File: src/rtl/demux_8bit_latch.sv
// Serial-to-parallel demultiplexer: routes D into Q by auto-incrementing pointer or address S.
// Optional `DEMUX_PARITY_EN adds a registered even-parity output of each completed frame.
module demux_8bit_latch (
   input  logic       clk,
   input  logic       rst,
   input  logic       D,
   input  logic [2:0] S,
   input  logic       auto,
   input  logic       in_valid,
   input  logic       clear,
   output logic       in_ready,
   output logic [7:0] Q,
   output logic       frame_done,
   output logic       busy,
`ifdef DEMUX_PARITY_EN
   output logic [3:0] wr_cnt,
   output logic       parity
`else
   output logic [3:0] wr_cnt
`endif
);

   typedef enum logic [1:0] {IDLE, FILL, DONE} state_t;

   state_t     state, state_nxt;
   logic       mode, mode_eff, take, fresh;
   logic [2:0] ptr, idx;
   logic [7:0] mask, mask_nxt, onehot, q_nxt;

   // The first transfer of a frame uses the live auto input; later ones use the latched mode.
   always_comb begin
      take     = in_valid && (state != DONE);
      mode_eff = (state == IDLE) ? auto : mode;
      idx      = mode_eff ? ptr : S;
      onehot   = 8'b1 << idx;
      fresh    = (mask & onehot) == '0;
      mask_nxt = mask | onehot;
      q_nxt    = D ? (Q | onehot) : (Q & ~onehot);
   end

   always_comb begin
      state_nxt = state;
      case (state)
         IDLE:    if (take) state_nxt = FILL;
         FILL:    if (take && mask_nxt == '1) state_nxt = DONE;
         DONE:    state_nxt = IDLE;
         default: state_nxt = IDLE;
      endcase
   end

   always_ff @(posedge clk or posedge rst) begin
      if (rst) begin
         state  <= IDLE;
         Q      <= '0;
         mask   <= '0;
         ptr    <= '0;
         wr_cnt <= '0;
         mode   <= 1'b0;
      end else if (clear) begin
         state  <= IDLE;
         Q      <= '0;
         mask   <= '0;
         ptr    <= '0;
         wr_cnt <= '0;
      end else begin
         state <= state_nxt;
         if (take) begin
            Q    <= q_nxt;
            mask <= mask_nxt;
            ptr  <= ptr + 3'd1;
            if (fresh) wr_cnt <= wr_cnt + 4'd1;
            if (state == IDLE) mode <= auto;
         end else if (state == DONE) begin
            mask   <= '0;
            ptr    <= '0;
            wr_cnt <= '0;
         end
      end
   end

`ifdef DEMUX_PARITY_EN
   always_ff @(posedge clk or posedge rst) begin
      if (rst)
         parity <= 1'b0;
      else if (clear)
         parity <= 1'b0;
      else if (take && state == FILL && mask_nxt == '1)
         parity <= ^q_nxt;
   end
`endif

   assign in_ready   = (state != DONE);
   assign busy       = (state == FILL);
   assign frame_done = (state == DONE);

endmodule

File: config.mk
export PLATFORM = sky130hd
export DESIGN_NAME = demux_8bit_latch
export DESIGN_NICKNAME = d
export VERILOG_FILES = /design/src/rtl/demux_8bit_latch.sv
export SDC_FILE = /design/constraint.sdc
export NUM_CORES = 1
export LEC_CHECK = 0
export BUFFER_PORTS_ARGS = -buffer_cell sky130_fd_sc_hd__buf_4
export CELL_PAD_IN_SITES_DETAIL_PLACEMENT = 1
export CELL_PAD_IN_SITES_GLOBAL_PLACEMENT = 2
export CORE_ASPECT_RATIO = 1.75
export CORE_UTILIZATION = 36
export DETAILED_ROUTE_END_ITERATION = 6
export PLACE_DENSITY = 0.92
export SKIP_LAST_GASP = 1
export SLEW_MARGIN = 0
export SYNTH_ARGS = -nofsm -noshare
export SYNTH_HDL_FRONTEND = slang
export SYNTH_SLANG_ARGS = --single-unit
File: constraint.sdc
create_clock -name clk -period 6.6 [get_ports clk]
set_clock_uncertainty 0.2 [all_clocks]
set_input_delay 0.66 -clock clk [delete_from_list [all_inputs] [get_ports clk]]
set_output_delay 0.66 -clock clk [all_outputs]
set_load 0.02 [all_outputs]
**After elaboration in Yosys (flattened, before gate mapping)**

Index checks and enable logic that the tools add are counted.

- Add/subtract/negate cells: 2
- $mul: 0
- Divide/modulo/power cells: 0
- Order comparisons: 0
- Equality and inequality tests: 7
- Shift operators: 1
- Multiplexer cells: 19
- Bitwise logic cells: 6
- Reductions and logical operators: 9

Operator list:

| cell | number |
|---|---|
| 2-to-1 mux 8 bit | 6 |
| bitwise AND 8 bit | 2 |
| 2-to-1 mux 4 bit | 4 |
| OR 8 bit | 2 |
| 2-to-1 mux 3 bit | 4 |
| == test 8 bit (second input constant) | 1 |
| zero test 8 bit | 1 |
| inverter 8 bit | 1 |
| << shifter 1 x 3 -> 8 bit (first input constant) | 1 |
| 2-to-1 mux 2 bit | 3 |
| inequality test 3 x 2 -> 1 bit (second input constant) | 2 |
| AND reduction 2 bit | 3 |
| adder 4 x 1 -> 4 bit (second input constant) | 1 |
| case mux 2 bit (2 select lines) | 1 |
| adder 3 x 1 -> 3 bit (second input constant) | 1 |
| inequality test 3 bit (second input constant) | 1 |
| nonzero test 3 bit | 1 |
| == test 2 x 1 -> 1 bit (second input constant) | 1 |
| == test 2 bit (second input constant) | 1 |
| logical AND 1 bit | 2 |
| zero test 2 bit | 1 |
| inequality test 2 bit (second input constant) | 1 |
| nonzero test 2 bit | 1 |
| 2-to-1 mux 1 bit | 1 |
| inverter 1 bit | 1 |

- Flip-flop bits (word level): 26
- Bits in latches: 0
- Bits in writable memories: 0
- Memory bits (read-only): 0
- Input bits: 9
- Output and inout port bits: 15
- Word-level logic and storage cells: 50
- Memories kept: 0

**Logic depth before layout (Yosys ltp)**

- Word-level depth: 10
- Gate-level depth with buffers: 9
- Depth with buffers taken out: 7

**Least setup slack after synthesis**

No wires, ideal clock.

- Kind: input to register
- Start point: input port auto
- End point: register wr_cnt[2]
- Library setup time: 0.120 ns
- Arrival: 2.198 ns
- Data required time: 6.280 ns
- Setup slack: 4.082 ns
- Cell stages on the path: 8
- Buffers on the path: 1
- Cell sequence: nor3b_4 > o21ai_2 > and2_1 > buf_6 > a2111o_1 > a31oi_4 > a21oi_1 > a31o_1

- Cells in the longest elaborated chain, start to end: 7

RTL lines:

| what | line | RTL |
|---|---|---|
| start: declaration | 8 | `input logic auto,` |
| 2-to-1 mux 1 bit | n/a |  |
| 2-to-1 mux 3 bit | 34 | `idx = mode_eff ? ptr : S;` |
| << shifter 1 x 3 -> 8 bit | 35 | `onehot = 8'b1 << idx;` |
| bitwise AND 8 bit | 36 | `fresh = (mask & onehot) == '0;` |
| zero test 8 bit | 36 |  |
| inequality test 3 x 2 -> 1 bit (no source line) | n/a |  |
| AND reduction 2 bit (no source line) | n/a |  |
| end signal: assignment | 71 | `if (fresh) wr_cnt <= wr_cnt + 4'd1;` |
| end: declaration | 19 | `output logic [3:0] wr_cnt` |

No other way between the ends.
A chain may end at the register's enable or synchronous reset.

**Worst setup path in the final report**

- Start point: register state[1]
- End point: register state[0]

- Cells in the longest elaborated chain, start to end: 9
- Elaborated cells between the ends (all ways): 15
- Those cells by class: eq/ne (5); shift (1); mux (4); bitwise (1); reduce/logical (4)

RTL lines:

| what | line | RTL |
|---|---|---|
| start: declaration | 25 | `state_t state, state_nxt;` |
| start signal: assignment | 66 | `state <= state_nxt;` |
| zero test 2 bit | 33, 43 |  |
| 2-to-1 mux 1 bit | n/a |  |
| 2-to-1 mux 3 bit | 34 |  |
| << shifter 1 x 3 -> 8 bit | 35 |  |
| OR 8 bit | 37 | `mask_nxt = mask \| onehot;` |
| == test 8 bit | 45 | `FILL: if (take && mask_nxt == '1) state_nxt = DONE;` |
| logical AND 1 bit | 45 |  |
| inequality test 3 x 2 -> 1 bit (no source line) | n/a |  |
| AND reduction 2 bit (no source line) | n/a |  |

Several ways; a longest one is shown, not always the timed one.

==> reports/metrics.cfg <==
[setup_path]
timing.rr.end=state[0]
r2r_start=state[1]
worstSetupPathType=flip-flop to flip-flop
cp.required_ns=6.55
cp-end-kind=flip-flop
cp_max_fo=9
reg2reg_setup_slack_ns=3.99
r2r_cells=7
arrival_ns=2.56
cp-start-kind=flip-flop

[clock_network]
cts_tree=built
cts_root_buffer=clkbuf_8
clock-sinks=26
postCtsSetupRepairBufs=0
htree_levels=1
clock_latency_ns=0.28
cts_resized=0
cts_hold_buf=0
cts_buffer_depth=2
path_clk_slew_ns=0.09
cts_buffers=3

[timing]
max_slew_margin=0.330
finalMaxSlewViolations=0
fin_crit_sh=0.396
hold_violations=0
finalSetupViolCount=0
finalCriticalPeriod_ns=2.61
clock.fmax_mhz=383
rsz0062_at_grt=false
fin_tns_setup_ns=0
worst_slew_pin_slew_ns=1.00

[route]
vias=1364
drt_iter0_drc=39
drt_wl_total_um=4170
ant_nets=0
drc_errors=0
firstDrtPassIters=4
viasPerCell=5.71
wire_per_inst_um=17.5

[floorplanning]
start_util=0.372
die_area_um2=4520
ios=24
core_area_um2=4110
die-width_um=51.2
die_h_um=88.2
rows=31

[layout]
nets=202
syn2layout_area_growth_pct=17.0
diodes=0
drive_gt1_frac=0.189
multi_input_area_um2=810
register_area_um2=651
n_fill_cell=521
postLayoutCellArea_um2=1790

[power_and_ir_drop]
p_per_area_nw_per_um2=219
p_leak_nw=0.790
finalPower_mw=0.392
peakVddDrop_mv=0.143

[job]
cap_violations=0

[logic_synthesis]
yosys.area.top_type=dfrtp_1
synth_edf_count=0
syn_nets=181
yosys_warnings=0
ys_types=44
yosysTopAreaCellShare=0.426
yosysSeqAreaShare=0.426
syn-cell-area_um2=1530
synth_seq_cells=26
netlist_instances=170
synth_ff_type=dfrtp_1
syn_avg_cell_area_um2=8.99
synthTopCellsByCount=nand2_1 (28), dfrtp_1 (26), nand3_1 (15)
synth.area.top_cells=dfrtp_1 (43%), nand2_1 (6.9%), nand3_1 (4.9%)
synthArstFlopShare=1.00
synth.most_common_cell=nand2_1

[placement]
dpl_cell_area_um2=1720
numPortBuffers=23
routabilityCongestion=0.853
hpwl_um=3090

[min_path]
worstHoldPathType=flip-flop to flip-flop
worstHoldStart=Q[5]
min_to=Q[5]
worstHoldPathCells=2

[global_routing]
grt_pass1_vias=1442
overflow=0
track_usage=0.208
grt_pass1_wl_um=6900
grt_antenna_before_repair=0
grt_start_max_net_pins=27

[run_status]
outcome=finished clean

[where the power goes]
| part | internal (mW) | switching (mW) | total [mW] |
|---|---|---|---|
| Combinational | 0.0298 | 0.0501 | 0.0799 |
| Sequential | 0.168 | 0.00955 | 0.177 |
| Clock | 0.0812 | 0.0541 | 0.135 |
[per-stage QoR]
stage	worst slack [ns]	instances	hold WS, ns	util
2_1_floorplan	4.08	170	0.290	-
3_3_place_gp	3.85	235	0.312	0.418
3_5_place_dp	3.81	235	0.326	0.418
4_1_cts	3.99	239	0.344	0.435
5_1_grt	3.84	239	0.367	0.435
6_report	3.99	239	0.339	0.435
[per-layer routing]
layer  track usage  share of wire
met2         0.383           0.55
met3        0.0226          0.033
met1         0.223           0.39
met5             0              0
met4         0.118          0.024
[state kept, by name (all words and copies together) (netlist names)]
register / cells
state: 2
mode: 1
mask: 8
ptr: 3
Q: 8
wr_cnt: 4
[logic make-up (layout without fill, tap and decap cells)]
| family | Yosys count | in the layout | share of synthesized area |
|---|---|---|---|
| AND/OR/NAND/NOR | 77 | 77 | 0.253 |
| AO/OA/AOI/OAI | 42 | 42 | 0.194 |
| flip-flops | 26 | 26 | 0.426 |
| buffers and inverters | 13 | 33 | 0.0442 |
| multiplexers | 7 | 7 | 0.0491 |
| XOR/XNOR | 3 | 3 | 0.0172 |
| adder cells (fa/ha/maj) | 2 | 2 | 0.0164 |
[critical path: stages (launching register included)]
cell and delay (ns):
dfrtp_1 0.50, o21a_1 0.31, nor2_4 0.22, mux2i_1 0.62, a21oi_1 0.14, o21ai_0 0.20
o211ai_1 0.13, nor4b_1 0.16
[layout by cell type, fill, tap and decap left out, types with 2 or more instances in the layout]
master,n
dfrtp_1,26
mux2i_1,5
o22a_1,2
nand2_1,28
xnor2_1,2
o21ai_1,2
nand2b_1,4
nand4_1,2
a2111o_1,2
inv_1,6
o21ai_0,6
ha_1,2
clkbuf_8,3
nor2_1,13
nand3_1,15
nor3_1,3
o21ai_2,2
and3_1,2
a22o_1,5
a21oi_1,14
buf_4,23
[area by class of cell]
type / count / share of cell area
Timing Repair Buffer: 23 / 0.0966
Sequential cell: 26 / 0.364
Clock inverter: 1 / 0.0168
Multi-Input combinational cell: 131 / 0.453
Tap cell: 49 / 0.0343
Clock buffer: 3 / 0.0231
Inverter: 6 / 0.0126
[worst max-delay path by stage]
stage	slack [ns]	end	cells past startpoint	startpoint
global route	3.84	wr_cnt[1]	7	state[1]
finish	3.99	state[0]	7	state[1]
global placement	3.85	wr_cnt[2]	8	auto
CTS	3.99	wr_cnt[1]	7	state[1]
detailed placement	3.81	wr_cnt[2]	8	auto
floorplan	4.08	wr_cnt[2]	8	auto
(Power assumes the default switching activity.)
